## src/rtl/tlul_host_arb2.sv

```systemverilog
// Two-host to one-device TL-UL arbiter; holds each grant until its responses have drained.
// Optional build macro TLUL_ARB_LSU_PRIORITY_EN: host 1 (LSU) wins ties and bursts without limit.
package tlul_arb2_pkg;
    typedef struct packed {
        logic        a_valid;
        logic [2:0]  a_opcode;
        logic [2:0]  a_param;
        logic [1:0]  a_size;
        logic [7:0]  a_source;
        logic [31:0] a_address;
        logic [3:0]  a_mask;
        logic [31:0] a_data;
        logic        d_ready;
    } tl_h2d_t;

    typedef struct packed {
        logic        d_valid;
        logic [2:0]  d_opcode;
        logic [2:0]  d_param;
        logic [1:0]  d_size;
        logic [7:0]  d_source;
        logic        d_sink;
        logic [31:0] d_data;
        logic        d_error;
        logic        a_ready;
    } tl_d2h_t;
endpackage

// state  | meaning
// IDLE   | no grant; pick the next host (one bubble per switch)
// GNT_H0 | host 0 (IF) owns the device port until drained
// GNT_H1 | host 1 (LSU) owns the device port until drained
module tlul_host_arb2
    import tlul_arb2_pkg::*;
#(
    parameter int unsigned MaxOutstanding = 2,
    parameter int unsigned MaxBurst       = 4
) (
    input  logic       clk_i,
    input  logic       rst_i,
    input  tl_h2d_t    tl_h0_i,
    output tl_d2h_t    tl_h0_o,
    input  tl_h2d_t    tl_h1_i,
    output tl_d2h_t    tl_h1_o,
    output tl_h2d_t    tl_dev_o,
    input  tl_d2h_t    tl_dev_i,
    output logic [1:0] grant_o
);
    typedef enum logic [1:0] {
        IDLE   = 2'd0,
        GNT_H0 = 2'd1,
        GNT_H1 = 2'd2
    } state_e;

    localparam logic [3:0] MAX_OUT   = 4'(MaxOutstanding);
    localparam logic [3:0] MAX_BURST = 4'(MaxBurst);

    state_e     state_q, state_d;
    logic [3:0] out_cnt_q, out_cnt_d;
    logic [3:0] burst_cnt_q, burst_cnt_d;
    logic       rr_last_q, rr_last_d;

    tl_h2d_t    host_req;
    tl_d2h_t    resp;
    logic       granted, gnt_h1, other_valid, burst_exempt, burst_limited;
    logic       accept_en, dev_a_valid, dev_d_ready, a_fire, d_fire, tie_pick_h1;

    assign granted     = (state_q != IDLE);
    assign gnt_h1      = (state_q == GNT_H1);
    assign host_req    = gnt_h1 ? tl_h1_i : tl_h0_i;
    assign other_valid = gnt_h1 ? tl_h0_i.a_valid : tl_h1_i.a_valid;

`ifdef TLUL_ARB_LSU_PRIORITY_EN
    assign burst_exempt = gnt_h1;
    assign tie_pick_h1  = 1'b1;
`else
    assign burst_exempt = 1'b0;
    assign tie_pick_h1  = !rr_last_q;
`endif

    // The burst cap only bites while the other host is actually waiting.
    assign burst_limited = granted && !burst_exempt && (MAX_BURST != 4'd0) &&
                           (burst_cnt_q >= MAX_BURST) && other_valid;
    // Uses the registered count, so a same-cycle D response unblocks A only next cycle.
    assign accept_en   = granted && (out_cnt_q < MAX_OUT) && !burst_limited;
    assign dev_a_valid = host_req.a_valid && accept_en;
    assign dev_d_ready = granted && host_req.d_ready;
    assign a_fire      = dev_a_valid && tl_dev_i.a_ready;
    assign d_fire      = tl_dev_i.d_valid && dev_d_ready;

    always_ff @(posedge clk_i) begin
        if (rst_i) begin
            state_q     <= IDLE;
            out_cnt_q   <= 4'd0;
            burst_cnt_q <= 4'd0;
            rr_last_q   <= 1'b1;
        end else begin
            state_q     <= state_d;
            out_cnt_q   <= out_cnt_d;
            burst_cnt_q <= burst_cnt_d;
            rr_last_q   <= rr_last_d;
        end
    end

    always_comb begin
        state_d     = state_q;
        out_cnt_d   = out_cnt_q;
        burst_cnt_d = burst_cnt_q;
        rr_last_d   = rr_last_q;
        case (state_q)
            IDLE: begin
                if (tl_h0_i.a_valid || tl_h1_i.a_valid) begin
                    if (tl_h0_i.a_valid && tl_h1_i.a_valid) begin
                        rr_last_d = tie_pick_h1;
                    end else begin
                        rr_last_d = tl_h1_i.a_valid;
                    end
                    state_d     = rr_last_d ? GNT_H1 : GNT_H0;
                    burst_cnt_d = 4'd0;
                end
            end
            GNT_H0, GNT_H1: begin
                case ({a_fire, d_fire})
                    2'b10:   out_cnt_d = out_cnt_q + 4'd1;
                    2'b01:   out_cnt_d = out_cnt_q - 4'd1;
                    default: out_cnt_d = out_cnt_q;
                endcase
                if (a_fire && (burst_cnt_q != 4'hF)) begin
                    burst_cnt_d = burst_cnt_q + 4'd1;
                end
                if ((out_cnt_d == 4'd0) && !a_fire && (!host_req.a_valid || burst_limited)) begin
                    state_d = IDLE;
                end
            end
            default: state_d = IDLE;
        endcase
    end

    always_comb begin
        tl_dev_o         = host_req;
        tl_dev_o.a_valid = dev_a_valid;
        tl_dev_o.d_ready = dev_d_ready;
        resp             = tl_dev_i;
        resp.a_ready     = tl_dev_i.a_ready && accept_en;
        tl_h0_o          = '0;
        tl_h1_o          = '0;
        grant_o          = 2'b00;
        case (state_q)
            GNT_H0: begin
                tl_h0_o = resp;
                grant_o = 2'b01;
            end
            GNT_H1: begin
                tl_h1_o = resp;
                grant_o = 2'b10;
            end
            default: ;
        endcase
    end

`ifndef SYNTHESIS
    a_out_cnt_max: assert property (@(posedge clk_i) disable iff (rst_i)
        out_cnt_q <= MAX_OUT);
    a_out_cnt_underflow: assert property (@(posedge clk_i) disable iff (rst_i)
        !(d_fire && !a_fire && (out_cnt_q == 4'd0)));
    a_grant_onehot: assert property (@(posedge clk_i) disable iff (rst_i)
        $onehot0(grant_o));
    a_no_h0_to_h1: assert property (@(posedge clk_i) disable iff (rst_i)
        (state_q == GNT_H0) |-> (state_d != GNT_H1));
    a_no_h1_to_h0: assert property (@(posedge clk_i) disable iff (rst_i)
        (state_q == GNT_H1) |-> (state_d != GNT_H0));
    a_no_d_in_idle: assert property (@(posedge clk_i) disable iff (rst_i)
        (state_q == IDLE) |-> !tl_dev_i.d_valid);
`endif
endmodule

```

## config.mk

```make
export PLATFORM = sky130hd
export DESIGN_NAME = tlul_host_arb2
export DESIGN_NICKNAME = d
export VERILOG_FILES = /design/src/rtl/tlul_host_arb2.sv
export SDC_FILE = /design/constraint.sdc
export NUM_CORES = 1
export LEC_CHECK = 0
export CORE_AREA = 2 2 164 166
export CTS_BUF_LIST = sky130_fd_sc_hd__clkbuf_8 sky130_fd_sc_hd__clkbuf_16
export DETAILED_ROUTE_END_ITERATION = 8
export DIE_AREA = 0 0 166 168
export HOLD_SLACK_MARGIN = 0.12
export MAX_ROUTING_LAYER = met4
export SKIP_LAST_GASP = 1
export SLEW_MARGIN = 20
export SYNTH_ARGS = -nofsm -noshare
export SYNTH_HDL_FRONTEND = slang
export SYNTH_SLANG_ARGS = --single-unit
```

## constraint.sdc

```tcl
create_clock -name clk_i -period 3.55 [get_ports clk_i]
set_input_delay 0.71 -clock clk_i [delete_from_list [all_inputs] [get_ports clk_i]]
set_output_delay 0.71 -clock clk_i [all_outputs]
set_load 0.01 [all_outputs]
```

### After elaboration in Yosys (flattened, before gate mapping)

Cells that the tools add are included.

* add/subtract/negate cells: 3
* $lt $le $gt $ge: 2
* equal/unequal tests: 8
* multiplexer cells: 17
* reductions and logical operators: 27

Operators by type and width (number)
* $mux W52: 2
* $mux W86: 1
* $pmux W4 S2: 2
* $logic_and A1 B1 Y1: 13
* $mux W4: 3
* $add A4 B1 Y4 const B: 2
* $pmux W2 S2: 2
* $mux W2: 3
* $ne A2 B2 Y1 const B: 3
* $eq A2 B1 Y1 const B: 2
* $eq A2 B2 Y1 const B: 2
* $ge A4 B3 Y1 const B: 1
* $logic_not A1 Y1: 4
* $logic_not A4 Y1: 1
* $lt A4 B2 Y1 const B: 1
* $mux W1: 4
* $ne A4 B4 Y1 const B: 1
* $reduce_and A2 Y1: 2
* $reduce_bool A2 Y1: 2
* $sub A4 B1 Y4 const B: 1
* $reduce_and A3 Y1: 1
* $logic_not A2 Y1: 1
* $logic_or A1 B1 Y1: 2
* $reduce_or A2 Y1: 1

* bits in registers: 11
* input port bits: 226
* logic and storage cells: 61

### Depth between registers and ports, before layout

* depth after elaboration: 15
* mapped depth: 14
* mapped depth without buffers: 13

### Worst setup path after synthesis

OpenSTA, ideal clock, no wires.

* kind: register to register
* from: register state_q[0]
* to: register state_q[0]
* arrival: 2882 ps
* required time: 3458 ps
* slack: 576 ps
* stages on the path, launching flop included: 14
* path buffers: 1
* clock period less this slack: 2974 ps
* cells stage by stage: dfxtp_1 inv_1 ha_1 clkbuf_1 mux2i_1 nor2_1 and2_1 ha_1 ha_1 and3_1 o41ai_1 a21oi_1 and4_1 o32ai_1

RTL lines
* start, declared: line 58 `state_e state_q, state_d;`
* start signal, assigned: line 98 `state_q <= state_d;`
* $eq A2 B2 Y1: line 69 `assign gnt_h1 = (state_q == GNT_H1);`
* $mux W86: line 70 `assign host_req = gnt_h1 ? tl_h1_i : tl_h0_i;`
* $logic_and A1 B1 Y1 *: line 87 `assign dev_d_ready = granted && host_req.d_ready;`
* via dev_d_ready: line 66 `logic accept_en, dev_a_valid, dev_d_ready, a_fire, d_fire, tie_pick_h1;`
* $logic_and A1 B1 Y1 *: line 89 `assign d_fire = tl_dev_i.d_valid && dev_d_ready;`
* $eq A2 B1 Y1 or $eq A2 B2 Y1 (tied branches): line 123 `case ({a_fire, d_fire})`
* $pmux W4 S2 *: line 123
* $mux W4 *: line 110 `case (state_q)`
* $logic_not A4 Y1 *: line 131 `if ((out_cnt_d == 4'd0) && !a_fire && (!host_req.a_valid || burst_limited)) begin`
* $logic_and A1 B1 Y1 * (2 in series): line 131
* $ne A2 B2 Y1 (no source line) *
* $reduce_and A2 Y1 (no source line) *

The timed path passes the listed nets; every way through them passes the cells marked *. The select of a mux whose other input is x is not followed.
A chain may end at the register's enable or synchronous reset.

### Worst setup path after layout

* from: input tl_h0_i[85] in the netlist's numbering
* to: register state_q[0]

* cells in the longest elaborated chain, start to end: 14

Ends and longest elaborated chain
* start, declared: line 41 `input tl_h2d_t tl_h0_i,`
* $mux W1: line 71 `assign other_valid = gnt_h1 ? tl_h0_i.a_valid : tl_h1_i.a_valid;`
* $logic_and A1 B1 Y1: line 83 `(burst_cnt_q >= MAX_BURST) && other_valid;`
* $logic_not A1 Y1: line 85 `assign accept_en = granted && (out_cnt_q < MAX_OUT) && !burst_limited;`
* $logic_and A1 B1 Y1: line 85
* $logic_and A1 B1 Y1: line 86 `assign dev_a_valid = host_req.a_valid && accept_en;`
* $logic_and A1 B1 Y1: line 88 `assign a_fire = dev_a_valid && tl_dev_i.a_ready;`
* $eq A2 B1 Y1 or $eq A2 B2 Y1 (tied branches): line 123
* $pmux W4 S2: line 123
* $mux W4: line 110
* $logic_not A4 Y1: line 131
* $logic_and A1 B1 Y1 (2 in series): line 131
* $ne A2 B2 Y1 (no source line)
* $reduce_and A2 Y1 (no source line)

Several ways; a longest one is shown, not always the timed one. The select of a mux whose other input is x is not followed.

==> impl_results.rst <==
.. list-table::
   :header-rows: 1

   * - Metric
     - Value
   * - Run status
     - completed
   * - Biggest fanout along the worst timing path
     - 4
   * - # fillers
     - 2837
   * - Deepest level of the CTS H-tree
     - 1
   * - Number of DRC violations after detailed routing
     - 0
   * - Antenna fix cells
     - 0
   * - CTS Root Cell
     - sky130_fd_sc_hd__clkbuf_16
   * - Warnings, synthesis
     - 0
   * - Total negative setup slack
     - 0 ns
   * - Final cell count without fillers
     - 1064
   * - Worst Skew
     - 0.00378 ns
   * - Antenna violations before repair
     - 0
   * - Shortest period the worst path allows
     - 3.38 ns
   * - Share of the core filled with cells in the final layout
     - between 20% and 30%
   * - Total power density per cell area
     - 260 nW/um2
   * - Register area share after synthesis
     - 8.51%
   * - Worst setup slack before clock tree synthesis
     - -0.0549 ns
   * - Max Cap Viol
     - 0
   * - Yosys reg bits
     - 11
   * - Post-CTS setup repair buffer count
     - 0
   * - Total Power Consumption
     - 1.89 mW
   * - Actual slew at the worst max-slew pin
     - 0.677 ns
   * - Most used DFF post-synth
     - sky130_fd_sc_hd__dfxtp_1
   * - Max IR drop VDD
     - 0.175 mV
   * - Setup violators final
     - 0
   * - Commonest non-fill, non-tap cell in the layout
     - sky130_fd_sc_hd__clkdlybuf4s50_1
   * - Master of the slowest instance on the critical path
     - sky130_fd_sc_hd__clkdlybuf4s50_1
   * - Crit path kind
     - in2reg
   * - Area inside the core boundary
     - 26400 um2
   * - Number of library cell types mapped by synthesis
     - between 40 and 50
   * - Critical Path Max Stage Delay
     - 0.42 ns
   * - Maximum root-to-sink buffer count
     - 2
   * - Clock latency reported for the late side of the worst-skew pair
     - 0.24 ns
   * - IO buf count
     - 417
   * - Ys async rst share
     - 0%
   * - Die ar.
     - about 28000 um2
   * - Detailed Route Iter0 Violations
     - 44
   * - Clock transition at path regs
     - 0.04 ns
   * - Standby leakage power
     - 2.63 nW
   * - DP Wirelength
     - roughly 17000 um
   * - Number of placement rows
     - 60
   * - Horizontal die dimension
     - 166 um
   * - Number of buffers added by the clock tree synthesis step
     - 3
   * - Global placer's final weighted congestion
     - 0.820
   * - Maximum number of pins on one net before global-route repair
     - 112
   * - CTS tree
     - yes
   * - Die boundary height
     - about 170 um
   * - Max Clock Freq
     - around 0.30 GHz
   * - Average wire per cell in the routed design
     - between 15 and 20 um
   * - Final cycle utilization of the critical path
     - between 90% and 100%
   * - Starting density of the core
     - 9.82%
   * - Critical path, cell by cell
     - clkdlybuf4s50_1, mux2i_1, o211ai_1, or2_1, ha_1, ha_1, and3_1, o41ai_2, a21oi_1, and4_1, o32ai_1
   * - Post-synthesis to final-layout area growth
     - 181%
   * - Worst path most repeated cell
     - sky130_fd_sc_hd__ha_1
   * - Count of nets after finishing
     - 960
   * - Final hold violations
     - 0
   * - Global route overflow
     - 0
   * - Mapped Area
     - 2590 um2
   * - Most frequent cells in the layout
     - sky130_fd_sc_hd__clkdlybuf4s50_1 (417), sky130_fd_sc_hd__and2_1 (105), sky130_fd_sc_hd__mux2_2 (56), sky130_fd_sc_hd__mux2_1 (28), sky130_fd_sc_hd__nor2_1 (13)
   * - Vias per std cell
     - 3.68
   * - Arrival time of data at the critical path endpoint
     - 3.52 ns
   * - Endpoint kind of the worst setup timing path
     - flip-flop
   * - Post-detailed-routing wire length
     - approximately 20000 um
   * - Drt first pass iters
     - 4
   * - Vias after detailed routing
     - 3915
   * - Number of enable-type register cells in the synthesized netlist
     - 0
   * - I/O pin count
     - 418
   * - Nets in the synthesized netlist
     - 555
   * - RSZ-0062 raised after global routing
     - false
   * - Final-report max-slew violation count
     - 0
   * - Global-route wire length before repair
     - 27600 um
   * - Worst-case headroom to the max-slew limit
     - 54.9%
   * - Layout cell share with drive strength beyond 1
     - between 10% and 20%
   * - Post-route setup slack
     - 0.175 ns
   * - Detail Route Antenna Nets
     - 0
   * - Hold/Removal Path Class
     - reg2reg
   * - Cell count after synthesis
     - 319
   * - Launching element type of the critical path
     - input pin
   * - Post-Synthesis Mean Instance Area
     - 8.11 um2
   * - Global-route usage over all layers
     - roughly 14%
   * - Instance count after placement with tap cells included
     - 1060
   * - Number of clock sinks seen by CTS
     - 11
   * - Critical path data required time
     - 3.69 ns
   * - Via count of the first global-routing pass
     - 4046
==> layer usage <==
metal	GRT usage [%]	vias to the layer above	share of wire, %
li1	-	1907	-
met5	-	-	0
met1	17.5	1790	46
met3	4.61	4	9.1
met4	0.378	0	0.24
met2	21.6	214	44
==> per-stage QoR <==
stage,hold WS [ns],instance area [um2]
final,0.520,7280
after global routing,0.537,7280
after CTS,0.520,7270
after detailed placement,0.514,7190
after global placement,0.491,7190
after floorplan,0.472,2590
==> registers in the layout, summed over array words and instances (netlist names) <==
signal / cells
state_q: 2
rr_last_q: 1
burst_cnt_q: 4
out_cnt_q: 4
==> power breakdown <==
part / internal, mW / leakage, nW / switching (mW)
clock: 0.148 / 0.0423 / 0.0562
sequential: 0.136 / 0.0893 / 0.0137
combinational: 0.911 / 2.49 / 0.627
==> path summary, 6_finish.rpt <==
path                                      from             end  slack [ns]  cells past startpoint
worst max register to register      state_q[0]      state_q[0]        0.28                     12
worst max-delay path               tl_h0_i[85]      state_q[0]        0.17                     11
worst min-delay path            burst_cnt_q[1]  burst_cnt_q[1]        0.52                      2
worst min register to register  burst_cnt_q[1]  burst_cnt_q[1]        0.52                      2
==> kinds of logic (layout without fill, tap and decap cells) <==
kind of cell | count (synthesis) | in the layout | synth area share (%)
AND/OR/NAND/NOR | 145 | 145 | 34.1
multiplexers | 88 | 88 | 38.1
buffers and inverters | 35 | 439 | 5.51
AO/OA/AOI/OAI | 27 | 27 | 7.64
flip-flops | 11 | 11 | 8.51
adder cells (fa/ha/maj) | 10 | 10 | 5.13
XOR/XNOR | 3 | 3 | 1.02
==> final cells by class <==
type | instances | area (um2) | share of cell area [%]
clock buffers | 3 | 75.1 | 1.03
multi-input cells | 273 | 2250 | 30.9
flip-flops and latches | 11 | 220 | 3.03
clock inverters | 1 | 3.75 | 0.0516
inverters | 9 | 33.8 | 0.464
well taps | 341 | 427 | 5.86
repair buffers | 426 | 4270 | 58.6
==> repair_timing <==
action / in CTS / in global routing
setup endpoints to repair: 0 / 2
resized for setup: 0 / 2
hold buffers: 0 / 0
==> critical path: cells and delay by family <==
family	cells	cell delay, ns
compound gates	4	0.85
simple gates	3	0.70
fa+ha+maj	2	0.57
buf+inv	1	0.42
mux	1	0.26
==> synthesized netlist by cell type (all sizes together), types with 5 or more instances <==
master,instances,area [um2]
and2,105,657
buf,6,33.8
clkbuf,20,75.1
dfxtp,11,220
ha,9,113
inv,9,33.8
mux2,84,946
nor2,13,48.8
o21ai,5,25.0
(Power assumes the default switching activity.)
